### src/rtl/jtag_dr_bank.sv
// JTAG data-register bank: a bypass bit plus NUM_DR user registers, each with
// a capture/shift stage and an update stage, selected by the decoded IR value.
module jtag_dr_bank #(
  parameter int unsigned NUM_DR   = 2,
  parameter int unsigned DR_WIDTH = 8,
  localparam int unsigned SEL_W   = $clog2(NUM_DR + 1),
  localparam int unsigned CNT_W   = $clog2(DR_WIDTH) + 1,
  localparam int unsigned BANK_W  = NUM_DR * DR_WIDTH
) (
  input  logic              tck,
  input  logic              trst_n,
  input  logic              test_logic_reset,
  input  logic              capture_dr,
  input  logic              shift_dr,
  input  logic              update_dr,
  input  logic [SEL_W-1:0]  sel,
  input  logic              tdi,
  input  logic [BANK_W-1:0] cap_data,
  output logic [BANK_W-1:0] upd_data,
  output logic [NUM_DR-1:0] upd_valid,
  output logic              tdo,
  output logic              tdo_en,
  output logic [CNT_W-1:0]  shift_cnt,
  output logic              sel_err
);

  logic [BANK_W-1:0] sr_q,  sr_d;
  logic [BANK_W-1:0] upd_q, upd_d;
  logic [NUM_DR-1:0] vld_q, vld_d;
  logic [CNT_W-1:0]  cnt_q, cnt_d;
  logic              byp_q, byp_d;
  logic              err_q, err_d;

  logic              sel_bad;
  logic [SEL_W-1:0]  sel_eff;

  // Out-of-range selects fall back to bypass.
  assign sel_bad = (sel > SEL_W'(NUM_DR));
  assign sel_eff = sel_bad ? '0 : sel;

  // Strobe priority: reset, capture, shift, update.
  always_comb begin
    sr_d  = sr_q;
    upd_d = upd_q;
    vld_d = '0;
    cnt_d = cnt_q;
    byp_d = byp_q;
    err_d = err_q;
    if (test_logic_reset) begin
      sr_d  = '0;
      upd_d = '0;
      cnt_d = '0;
      byp_d = 1'b0;
      err_d = 1'b0;
    end else if (capture_dr) begin
      if (sel_eff == '0) byp_d = 1'b0;
      for (int k = 0; k < int'(NUM_DR); k++) begin
        if (sel_eff == SEL_W'(k + 1))
          sr_d[k*DR_WIDTH +: DR_WIDTH] = cap_data[k*DR_WIDTH +: DR_WIDTH];
      end
      cnt_d = '0;
      if (sel_bad) err_d = 1'b1;
    end else if (shift_dr) begin
      if (sel_eff == '0) byp_d = tdi;
      for (int k = 0; k < int'(NUM_DR); k++) begin
        if (sel_eff == SEL_W'(k + 1))
          sr_d[k*DR_WIDTH +: DR_WIDTH] = {tdi, sr_q[k*DR_WIDTH+1 +: DR_WIDTH-1]};
      end
      if (cnt_q != {CNT_W{1'b1}}) cnt_d = cnt_q + CNT_W'(1);
    end else if (update_dr) begin
      for (int k = 0; k < int'(NUM_DR); k++) begin
        if (sel_eff == SEL_W'(k + 1)) begin
          upd_d[k*DR_WIDTH +: DR_WIDTH] = sr_q[k*DR_WIDTH +: DR_WIDTH];
          vld_d[k] = 1'b1;
        end
      end
    end
  end

  always_ff @(posedge tck or negedge trst_n) begin
    if (!trst_n) begin
      sr_q  <= '0;
      upd_q <= '0;
      vld_q <= '0;
      cnt_q <= '0;
      byp_q <= 1'b0;
      err_q <= 1'b0;
    end else begin
      sr_q  <= sr_d;
      upd_q <= upd_d;
      vld_q <= vld_d;
      cnt_q <= cnt_d;
      byp_q <= byp_d;
      err_q <= err_d;
    end
  end

  // Serial output comes straight from the selected stage so bit 0 is visible right after capture.
  always_comb begin
    tdo = byp_q;
    for (int k = 0; k < int'(NUM_DR); k++) begin
      if (sel_eff == SEL_W'(k + 1)) tdo = sr_q[k*DR_WIDTH];
    end
  end

  assign tdo_en    = shift_dr;
  assign upd_data  = upd_q;
  assign upd_valid = vld_q;
  assign shift_cnt = cnt_q;
  assign sel_err   = err_q;

endmodule

### config.mk
export PLATFORM = sky130hd
export DESIGN_NAME = jtag_dr_bank
export DESIGN_NICKNAME = d
export VERILOG_FILES = /design/src/rtl/jtag_dr_bank.sv
export SDC_FILE = /design/constraint.sdc
export NUM_CORES = 1
export LEC_CHECK = 0
export ABC_AREA = 1
export CAP_MARGIN = 20
export CORE_ASPECT_RATIO = 0.8
export CORE_MARGIN = 2
export CORE_UTILIZATION = 49
export CTS_CLUSTER_DIAMETER = 50
export DETAILED_ROUTE_END_ITERATION = 8
export PLACE_DENSITY = 0.79
export SLEW_MARGIN = 20
export SYNTH_ARGS = -nofsm -noshare
export SYNTH_HDL_FRONTEND = slang
export SYNTH_SLANG_ARGS = --single-unit
### constraint.sdc
create_clock -name tck -period 1.4 [get_ports tck]
set_input_delay 0.28 -clock tck [delete_from_list [all_inputs] [get_ports tck]]
set_output_delay 0.28 -clock tck [all_outputs]
set_load 0.05 [all_outputs]
# Yosys cells after proc, flatten, opt, wreduce, memory -nomap -nowiden
# Index checks and enable logic that the tools add are counted.
[classes]
add_sub_neg = 1
n_mul = 0
n_div = 0
n_lt_le_gt_ge = 1
n_eq_ne = 5
shifts = 0
muxes = 34
n_bitwise = 0
n_reduce_logical = 16
[ops]
columns = ["cell", "count"]
rows = [
  ["16-bit 2-to-1 mux", 7],
  ["8-bit 2-to-1 mux", 6],
  ["4-bit 2-to-1 mux", 4],
  ["1-bit 2-to-1 mux", 12],
  ["2-bit nonzero test", 6],
  ["2-bit 2-to-1 mux", 5],
  ["2-bit AND reduction", 5],
  ["4-bit AND reduction", 2],
  ["3-bit nonzero test", 2],
  ["4-bit by 1-bit adder with 4-bit output, second input constant", 1],
  ["2-bit != test, second input constant", 2],
  ["4-bit != test, second input constant", 1],
  ["2-bit by 1-bit == test with 1-bit output, second input constant", 1],
  ["2-bit == test, second input constant", 1],
  ["2-bit greater-than comparator, second input constant", 1],
  ["2-bit logical NOT", 1],
]
[word_totals]
reg_bits = 40
latchBits = 0
ramBits = 0
mem_bits_ro = 0
input_bits = 25
output_inout_bits = 25
wordCells = 65
memories = 0

# Longest topological paths before layout
[depth]
ltp_word = 8
depth_mapped = 8
depth_no_buf = 8

# Least setup slack after synthesis
# OpenSTA, ideal clock, no wires.
[synth_path]
kind = "input -> output"
from = "input sel[0]"
to = "output tdo"
arrival_time_ps = 1499
t_required_ps = 1120
setup_slack_ps = -379
path_stages = 5
path_buffers = 0
path_cell_list = "inv_1 > ha_1 > inv_1 > o21ai_0 > o22ai_1"
[synth_between]
elab_chain_len = 5
word_cells_on_any_way = 6
classes_between = "1 x order compare; 2 x eq/ne; 3 x mux"
[synth_lines]
columns = ["element", "line_no", "text"]
rows = [
  ["from (decl)", "16", "input logic [SEL_W-1:0] sel,"],
  ["2-bit greater-than comparator", "38", "assign sel_bad = (sel > SEL_W'(NUM_DR));"],
  ["2-bit 2-to-1 mux *", "39", "assign sel_eff = sel_bad ? '0 : sel;"],
  ["2-bit by 1-bit == test with 1-bit output", "102", "if (sel_eff == SEL_W'(k + 1)) tdo = sr_q[k*DR_WIDTH];"],
  ["1-bit 2-to-1 mux", "102", ""],
  ["1-bit 2-to-1 mux *", "102", ""],
  ["to (decl)", "21", "output logic tdo,"],
]
# Every way passes the cells marked *; elsewhere a longest branch is shown, timed or not.

# Worst setup path in the final report
[layout_path]
from = "register byp_q"
to = "output tdo"
[layout_between]
elab_chain_len = 2
[layout_lines]
columns = ["element", "line_no", "text"]
rows = [
  ["from (decl)", "31", "logic byp_q, byp_d;"],
  ["from (signal assigned)", "93", "byp_q <= byp_d;"],
  ["1-bit 2-to-1 mux (2 in a row)", "102", ""],
]
# Every way passes these cells.

==> metrics <==
Setup crit start kind=flop; actual slew at the worst max-slew pin=0.371 ns; n_diodes=0; RSZ-0062 raised after global routing=yes; Comb power frac=0.295; Sw Share=0.319; Vias=1854; WL met3=186 um; Port-buffer cells=49; first-pass GRT wire length=7850 um; Die X=76.9 um; remaining antenna violation count=0; I/O pin cnt=50; P_leak=1.41 nW; Cell variety after synth=22; total grt overflow=0; CTS buffer count=5; HP Class=input pin to flop; power density over the cells=932 mW/mm^2; CP Max Fanout=2; synthesized area=0.00208 mm^2; WP data required=1.12 ns; WP data arrival=1.16 ns; pre-CTS setup slack=-0.504 ns; Synth top area share=0.480; HP Start=sel[0]; Psw=0.932 mW; Max Cap Viol=0; core area=0.00413 mm^2; Post-Syn Nets=273; Worst Setup End Kind=primary output; final hold viol count=0; highest clock rate=0.693 GHz; r2r endpoint=shift_cnt[1]; Worst-Skew Late Latency=0.30 ns; critical path class=flop to primary output; wire per inst=13.0 um; drt drc=0; highest routing layer actually used=met4; initial antenna violation count=0; post-layout worst setup margin=-0.0440 ns; register share of total power=0.455; GRT Total Usage=0.206; Initial Utilization=0.505; Pins Over Slew Limit=0; vias in the first global route=1765; #FFs+latches synth=40; minimum clock period=1.44 ns; M1 wire length=2110 um; TritonRoute pass-1 iters=4; Min-Delay Endpoint=sel_err; top cells by area, synth=dfrtp_1 (48%), nand2_1 (12%), o21ai_1 (8.2%), o21ai_2 (5.5%), nand3_1 (4.8%); Worst Hold Depth=4; Via density=5.00; final setup fails=1; Site Rows=21; Area Growth Syn to Fin=50.1%; path depth of the worst reg2reg path=7; outcome=finished, violations left; CTS Buffer Depth=2; max_slew headroom=0.752; fillers=284; Clock Power Share=0.250; die area=0.00479 mm^2; Avg Cell Area, Syn=8.54 um^2; H-tree levels=2; area leader, netlist=dfrtp_1; Post-synth EDFFs=0; Mapped Cells=244; reg-to-reg startpoint=shift_cnt[0]; Starting DRT DRC Count=152; VDD IR max=0.708 mV; hpwl dp=3450 um; WL met2=2390 um; fin crit share=1.03; P_int=1.99 mW; WL final=4810 um; Placer Congestion=0.804; Post-synth ARST share=1.00; Worst Skew=0.00142 ns; Net count, final=343; largest net degree at the start of global routing=41; register area share after synthesis=0.480; synth warn=0; Die Y=62.3 um; Most used DFF post-synth=dfrtp_1; clock-pin slew on the worst setup and hold paths=0.07 ns; share of cells above drive strength 1=0.303; WHS=0.385 ns; R2R setup slack=0.15 ns; top cells by instance count after synthesis=nand2_1 (64), dfrtp_1 (40), o21ai_1 (34), inv_1 (26), nand3_1 (20); clock tree sinks=40; CTS root buf=clkbuf_8; failing checks=setup timing; top-count cell post-synth=nand2_1; CTS tree=done
==> layout by cell type (no fill, tap or decap), drive strengths merged <==
master          n
dlygate4sd3     1
dfrtp          40
o22ai           1
nor3            2
nand4           1
nand3          20
clkinv          1
a21oi           2
nand2          70
ha              4
dlygate4sd2     1
clkinvlp        1
o21ai          55
clkdlybuf4s50  18
buf            52
inv            30
nor2            7
dlymetal6s2s    2
clkbuf          6
==> power groups by stage <==
stage                     Sequential (mW)  Combinational [mW]  Clock [mW]
after detailed placement             1.35               0.854           0
after global placement               1.34               0.834           0
after global routing                 1.34               0.921       0.793
after floorplan                      1.47               0.303           0
final                                1.33               0.861       0.730
after CTS                            1.33               0.859       0.737
==> how the worst max path moves through the flow <==
stage,from,end,slack [ns],cells past startpoint
after CTS,byp_q,tdo,-0.05,4
after detailed placement,sel[0],tdo,-0.50,8
after global placement,sel[0],tdo,-0.46,8
final,byp_q,tdo,-0.04,4
after floorplan,sel[0],tdo,0.006,5
after global routing,byp_q,tdo,-0.07,4
==> final cells by class <==
class | count | area [um^2] | area share
clock buffer | 6 | 72.6 | 0.0232
timing repair buffer | 74 | 957 | 0.306
multi-input combinational | 162 | 897 | 0.287
timing repair inverter | 1 | 7.51 | 0.00240
sequential | 40 | 1000 | 0.321
tap | 57 | 71.3 | 0.0228
inverter | 30 | 115 | 0.0368
clock inverter | 1 | 5.00 | 0.00160
==> stage by stage <==
| stage | cells | TNS, ns | util | power (mW) | instance area (um^2) |
|---|---|---|---|---|---|
| after global placement | 361 | -10.94 | 0.731 | 2.18 | 3010 |
| after floorplan | 244 | 0 | - | 1.77 | 2100 |
| after global routing | 371 | -0.0686 | 0.759 | 3.05 | 3130 |
| after CTS | 370 | -0.0509 | 0.753 | 2.92 | 3110 |
| after detailed placement | 361 | -13.06 | 0.731 | 2.20 | 3010 |
| final | 371 | -0.0440 | 0.759 | 2.92 | 3130 |
==> worst max-delay path, cell delays in order, from the launching register on <==
cell and delay [ns]:
dfrtp_1 0.39, o21ai_1 0.13, buf_4 0.13, o22ai_4 0.06
buf_12 0.15
==> per-layer routing <==
layer,up-vias,global-route usage
met1,868,0.256
met4,0,0.0773
met5,-,0
li1,926,-
met2,51,0.352
met3,9,0.0465
==> state kept, by name, indices dropped and copies added (netlist names) <==
register,flops
sr_q,16
sel_err,1
upd_valid,2
shift_cnt,4
upd_data,16
byp_q,1
==> kinds of logic after synthesis <==
group	count (synthesis)	synth area share
adders and majority gates	4	0.0240
AOI/OAI and AO/OA	58	0.179
DFF	40	0.480
buffers and inverters	42	0.104
and+or+nand+nor	100	0.212
==> timing repair <==
item / 4_1_cts / 5_1_grt
setup buffers: 1 / 0
hold endpoints to repair: 40 / 0
pin swaps: 2 / 1
hold buffers: 1 / 0
setup endpoints to repair: 27 / 20
gates resized for setup: 14 / 5
gates cloned: 0 / 1
(Power assumes the default switching activity.)
